[config.mk]
export PLATFORM = sky130hd
export DESIGN_NAME = node_mac_pipe
export DESIGN_NICKNAME = d
export VERILOG_FILES = /design/src/rtl/node_mac_pipe.sv
export SDC_FILE = /design/constraint.sdc
export NUM_CORES = 2
export LEC_CHECK = 0
export BUFFER_PORTS_ARGS = -buffer_cell sky130_fd_sc_hd__buf_2
export CAP_MARGIN = 20
export CORE_MARGIN = 5
export CORE_UTILIZATION = 55
export CTS_CLUSTER_DIAMETER = 80
export DETAILED_ROUTE_END_ITERATION = 7
export GPL_TIMING_DRIVEN = 0
export HOLD_SLACK_MARGIN = 0.02
export PLACE_DENSITY = 0.76
export SKIP_LAST_GASP = 1
export SYNTH_ARGS = -nofsm -noshare
export SYNTH_HDL_FRONTEND = slang
export SYNTH_SLANG_ARGS = --single-unit
export TNS_END_PERCENT = 20
[constraint.sdc]
create_clock -name clk -period 11.8 [get_ports clk]
set_input_delay 2.36 -clock clk [delete_from_list [all_inputs] [get_ports clk]]
set_output_delay 2.36 -clock clk [all_outputs]
set_load 0.01 [all_outputs]
[src/rtl/node_mac_pipe.sv]
// node_mac_pipe: pipelined neuron node.
// Streams LANES-wide weight/input beats, multiplies lane-wise, reduces each beat,
// accumulates BEATS beats per node, adds bias, requantises, saturates, optional ReLU.
// valid/ready flow control on both sides; clr flushes any partial node.
module node_mac_pipe #(
  parameter int LANES     = 16,
  parameter int DW        = 8,
  parameter int BEATS     = 4,
  parameter int OUT_SHIFT = 6,
  parameter int RELU      = 1,
  localparam int ACC_W    = 2*DW + 2 + $clog2(LANES*BEATS)
) (
  input  logic                clk,
  input  logic                rst,
  input  logic                clr,
  input  logic                in_valid,
  output logic                in_ready,
  input  logic [LANES*DW-1:0] a,
  input  logic [LANES*DW-1:0] b,
  input  logic [DW-1:0]       bias,
  output logic                out_valid,
  input  logic                out_ready,
  output logic [DW-1:0]       p
);

  localparam int PW    = 2*DW + 1;
  localparam int CNT_W = (BEATS > 1) ? $clog2(BEATS) : 1;
  localparam logic signed [ACC_W-1:0] SAT_MAX = ACC_W'((1 << (DW-1)) - 1);
  localparam logic signed [ACC_W-1:0] SAT_MIN = ~SAT_MAX;

  // Flow control: the whole pipeline advances together unless a result is stuck at the output.
  logic en;
  logic accept;
  logic first;
  logic last;

  logic [CNT_W-1:0] cnt_reg;
  logic [DW-1:0]    bias_hold_reg;
  logic [DW-1:0]    bias_tag;

  // S1 state
  logic signed [PW-1:0] prod_next [LANES];
  logic signed [PW-1:0] prod_reg  [LANES];
  logic                 v1_reg, f1_reg, l1_reg;
  logic [DW-1:0]        b1_reg;

  // S2 state
  logic signed [ACC_W-1:0] sum_next;
  logic signed [ACC_W-1:0] sum_reg;
  logic                    v2_reg, f2_reg, l2_reg;
  logic [DW-1:0]           b2_reg;

  // S3 state
  logic signed [ACC_W-1:0] acc_reg;
  logic signed [ACC_W-1:0] base;
  logic signed [ACC_W-1:0] acc_sum;
  logic signed [ACC_W-1:0] bias_ext;
  logic signed [ACC_W-1:0] biased;
  logic signed [ACC_W-1:0] r_next;
  logic signed [ACC_W-1:0] r_reg;
  logic                    v3_reg;

  // Output state
  logic [DW-1:0] p_next;
  logic [DW-1:0] p_reg;
  logic          out_valid_reg;

  assign en        = !(out_valid_reg && !out_ready);
  assign in_ready  = en;
  assign accept    = in_valid && en && !clr;
  assign first     = (cnt_reg == '0);
  assign last      = (cnt_reg == CNT_W'(BEATS-1));
  // Later beats of a node reuse the bias captured on its first beat.
  assign bias_tag  = first ? bias : bias_hold_reg;
  assign out_valid = out_valid_reg;
  assign p         = p_reg;

  // Beat counter and bias capture on the first beat of each node.
  always_ff @(posedge clk or negedge rst) begin
    if (!rst) begin
      cnt_reg       <= '0;
      bias_hold_reg <= '0;
    end else if (clr) begin
      cnt_reg <= '0;
    end else if (accept) begin
      cnt_reg <= last ? '0 : cnt_reg + CNT_W'(1);
      if (first) bias_hold_reg <= bias;
    end
  end

  // Per-lane signed(a) x unsigned(b) product, registered on accept.
  for (genvar gi = 0; gi < LANES; gi++) begin : g_lane
    logic [DW-1:0] a_lane;
    logic [DW-1:0] b_lane;
    assign a_lane = a[(LANES-1-gi)*DW +: DW];
    assign b_lane = b[(LANES-1-gi)*DW +: DW];
    assign prod_next[gi] = $signed({{(DW+1){a_lane[DW-1]}}, a_lane}) *
                           $signed({{(DW+1){1'b0}}, b_lane});

    // Lane product register.
    always_ff @(posedge clk or negedge rst) begin
      if (!rst)        prod_reg[gi] <= '0;
      else if (accept) prod_reg[gi] <= prod_next[gi];
    end
  end

  // S1 valid and node tags.
  always_ff @(posedge clk or negedge rst) begin
    if (!rst) begin
      v1_reg <= 1'b0;
      f1_reg <= 1'b0;
      l1_reg <= 1'b0;
      b1_reg <= '0;
    end else if (clr) begin
      v1_reg <= 1'b0;
    end else if (en) begin
      v1_reg <= accept;
      if (accept) begin
        f1_reg <= first;
        l1_reg <= last;
        b1_reg <= bias_tag;
      end
    end
  end

  // Reduce the S1 lane products into one sign-extended beat sum.
  always_comb begin
    sum_next = '0;
    for (int i = 0; i < LANES; i++) begin
      sum_next = sum_next + {{(ACC_W-PW){prod_reg[i][PW-1]}}, prod_reg[i]};
    end
  end

  // S2 beat sum and tags.
  always_ff @(posedge clk or negedge rst) begin
    if (!rst) begin
      v2_reg  <= 1'b0;
      f2_reg  <= 1'b0;
      l2_reg  <= 1'b0;
      b2_reg  <= '0;
      sum_reg <= '0;
    end else if (clr) begin
      v2_reg <= 1'b0;
    end else if (en) begin
      v2_reg <= v1_reg;
      if (v1_reg) begin
        sum_reg <= sum_next;
        f2_reg  <= f1_reg;
        l2_reg  <= l1_reg;
        b2_reg  <= b1_reg;
      end
    end
  end

  // Accumulate the beat; on the last beat fold in the scaled bias and requantise.
  always_comb begin
    base     = f2_reg ? '0 : acc_reg;
    acc_sum  = base + sum_reg;
    bias_ext = {{(ACC_W-DW){b2_reg[DW-1]}}, b2_reg};
    biased   = acc_sum + (bias_ext <<< OUT_SHIFT);
    r_next   = biased >>> OUT_SHIFT;
  end

  // S3 accumulator and requantised node result.
  always_ff @(posedge clk or negedge rst) begin
    if (!rst) begin
      acc_reg <= '0;
      r_reg   <= '0;
      v3_reg  <= 1'b0;
    end else if (clr) begin
      acc_reg <= '0;
      v3_reg  <= 1'b0;
    end else if (en) begin
      v3_reg <= v2_reg && l2_reg;
      if (v2_reg) begin
        if (l2_reg) begin
          r_reg   <= r_next;
          acc_reg <= '0;
        end else begin
          acc_reg <= acc_sum;
        end
      end
    end
  end

  // Saturate to DW bits, then optionally clamp negatives to zero.
  always_comb begin
    if (r_reg > SAT_MAX)      p_next = {1'b0, {(DW-1){1'b1}}};
    else if (r_reg < SAT_MIN) p_next = {1'b1, {(DW-1){1'b0}}};
    else                      p_next = r_reg[DW-1:0];
    if ((RELU != 0) && p_next[DW-1]) p_next = '0;
  end

  // Output register: p only moves when a new result loads.
  always_ff @(posedge clk or negedge rst) begin
    if (!rst) begin
      out_valid_reg <= 1'b0;
      p_reg         <= '0;
    end else if (clr) begin
      out_valid_reg <= 1'b0;
    end else if (en) begin
      out_valid_reg <= v3_reg;
      if (v3_reg) p_reg <= p_next;
    end
  end

endmodule

==> impl_metrics.tcl <==
set metrics [dict create \
    status "finished, final reports clean" \
    ys_types 65 \
    grt_max_degree 122 \
    wirelength_um 144600 \
    crit_arrival_ns 7.03 \
    cts_resized 0 \
    finalHoldViolations 0 \
    cts_tree "yes" \
    synthFlopType "dfrtp_1" \
    area_delta_synth_final_pct 8.242 \
    cts_sinks 379 \
    cts-hold-fix-buffers 0 \
    hpwl_um 122100 \
    antenna_found_initial 5 \
    end_kind "flop" \
    vias 42690 \
    remaining_drc_errors 0 \
    worst_pin_slew_ns 1.237 \
    drt_iter0_drc 2802 \
    syn_nets 7998 \
    avgSynthCellArea_um2 9.224 \
    start_util_pct 55.47 \
    largest_reg_flops 272 \
    synth_seq_cells 379 \
    fmax_ghz 0.1515 \
    finClkSkew_ns 0.02148 \
    io_pins 279 \
    maxCapViolCount 0 \
    die_w_um 330.6 \
    post_drt_wl_per_cell_um 18.41 \
    grt-ovfl-total 0 \
    coreArea_um2 101900 \
    hold_class "flop to flop" \
    grt_pass1_wl_um 235400 \
    clk_pin_slew_ns 0.07 \
    crit_fanout 8 \
    rows 117 \
    rsz0062_at_grt "false" \
    final_nets 8322 \
    required_ns 12.23 \
    numCtsBuffers 42 \
    dr.pass1.iters 6 \
    portBuffers 276 \
    first_global_vias 44650 \
    yosys-top-cells-count "inv_1, fa_1, nand2_1, ha_1, and2_1" \
    synth.most_common_cell "inv_1" \
    syn-cell-area_um2 56520 \
    synth_area_leaders "fa_1, ha_1, dfrtp_1" \
    ys_seq_area_share_pct 16.78 \
    die-area_um2 109300 \
    synth.top_cell.area_share_pct 29.86 \
    cp-start-kind "input port" \
    synth-edff-count 0 \
    clock_path_buffers 3 \
    rrSetupSlack_ns 5.39 \
    slew_viol_final 0 \
    postCtsSetupBuffers 0 \
    finalSetupTns_ns 0 \
    critical_path_class "input port to flop" \
    htreeDepth 2 \
    slew_headroom_pct 17.52 \
    ys_warn_count 0 \
    cts_root_buffer "clkbuf_16" \
    drive_gt1_share_pct 6.295 \
    setup_viol 0 \
    chipHeight_um 330.6 \
    synth-async-reset-ratio_pct 100.0 \
    place.gp.congestion 0.9534 \
    clk_latency_ns 0.57 \
    avgViaCountPerCell 5.434 \
    syn-instance-count 6127 \
    grt_util_all_layers_pct 27.03 \
    period_minus_slack_ns 6.599 \
    synth_top_area_cell "fa_1" \
    fin_crit_sh_pct 55.93 \
    route.antenna.remaining_nets 0 \
]
[logic make-up after synthesis]
kind of cell / after synthesis / synth area share, %
fa+ha+maj: 1602 / 46.66
compound gates: 728 / 7.722
mux: 35 / 0.6752
other cells: 1 / 0.006635
buf+inv: 1306 / 8.681
simple gates: 1856 / 16.04
xor+xnor: 220 / 3.434
flops: 379 / 16.78
[path summary, 6_finish.rpt]
path                                from            end  cells after the start
max reg2reg                prod_reg[223]    sum_reg[22]                     22
min in group asynchronous            rst  prod_reg[227]                      1
min reg2reg                    b1_reg[7]      b1_reg[7]                      2
min                            b1_reg[7]      b1_reg[7]                      2
max in group asynchronous            rst   prod_reg[64]                      3
max                                a[34]   prod_reg[84]                     18
[cell usage in the layout (no fill, tap or decap), types with 11 or more instances in the layout]
cell type,instances
a21boi_0,19
a21o_1,40
a21oi_1,147
a22o_1,24
and2_1,525
and3_1,17
buf_2,275
clkbuf_1,87
clkbuf_16,43
dfrtp_1,379
fa_1,843
ha_1,759
inv_1,1223
mux2_2,25
nand2_1,797
nand2b_1,123
nand3_1,58
nor2_1,178
nor2b_1,59
nor3_1,41
o21ai_0,342
o21ai_1,13
o22ai_1,11
o31ai_1,22
o41ai_1,17
or2_2,17
or3_1,22
xnor2_1,102
xor2_1,117
[stage by stage]
stage	utilization (%)	area, µm²	setup slack (ns)	std cells	hold slack [ns]
floorplan	-	56520	5.473	6127	0.4354
global placement	58.50	59610	0.9017	7771	0.4576
detailed placement	58.61	59720	4.632	7775	0.4672
CTS	60.03	61160	5.195	7849	0.4794
global route	60.04	61170	4.867	7853	0.4990
finish	60.04	61170	5.201	7855	0.4726
[critical path, stage by stage]
cell and delay [ns]:
buf_2 0.17, and2_1 0.19, fa_1 0.41, inv_1 0.07, fa_1 0.43, fa_1 0.53
fa_1 0.51, inv_1 0.05, ha_1 0.31, nor2b_1 0.14, o21ai_0 0.22, a21boi_0 0.18
o21ai_0 0.22, a21oi_1 0.12, a41oi_1 0.30, a21oi_1 0.12, xnor2_1 0.50, o21ai_0 0.18
[per-layer routing]
| layer | track usage (%) | share of wire (%) | routed length (µm) |
|---|---|---|---|
| met1 | 35.68 | 41 | 59240 |
| met2 | 46.36 | 49 | 70620 |
| met3 | 4.291 | 6.5 | 9471 |
| met4 | 8.168 | 3.7 | 5303 |
| met5 | 0 | 0.0090 | 13 |
[area by class of cell]
class	count	area, µm²
multi-input combinational	4442	42130
inverter	1223	4591
clock buffer	58	1192
sequential	379	9484
timing repair buffer	280	1489
antenna	6	15.01
fill	8737	40710
tap	1368	1712
buffer	83	316.6
clock inverter	16	249.0
Power is left out: the tool's default activity adds up to more than one toggle a clock period on the data nets, which glitch-free logic cannot reach.
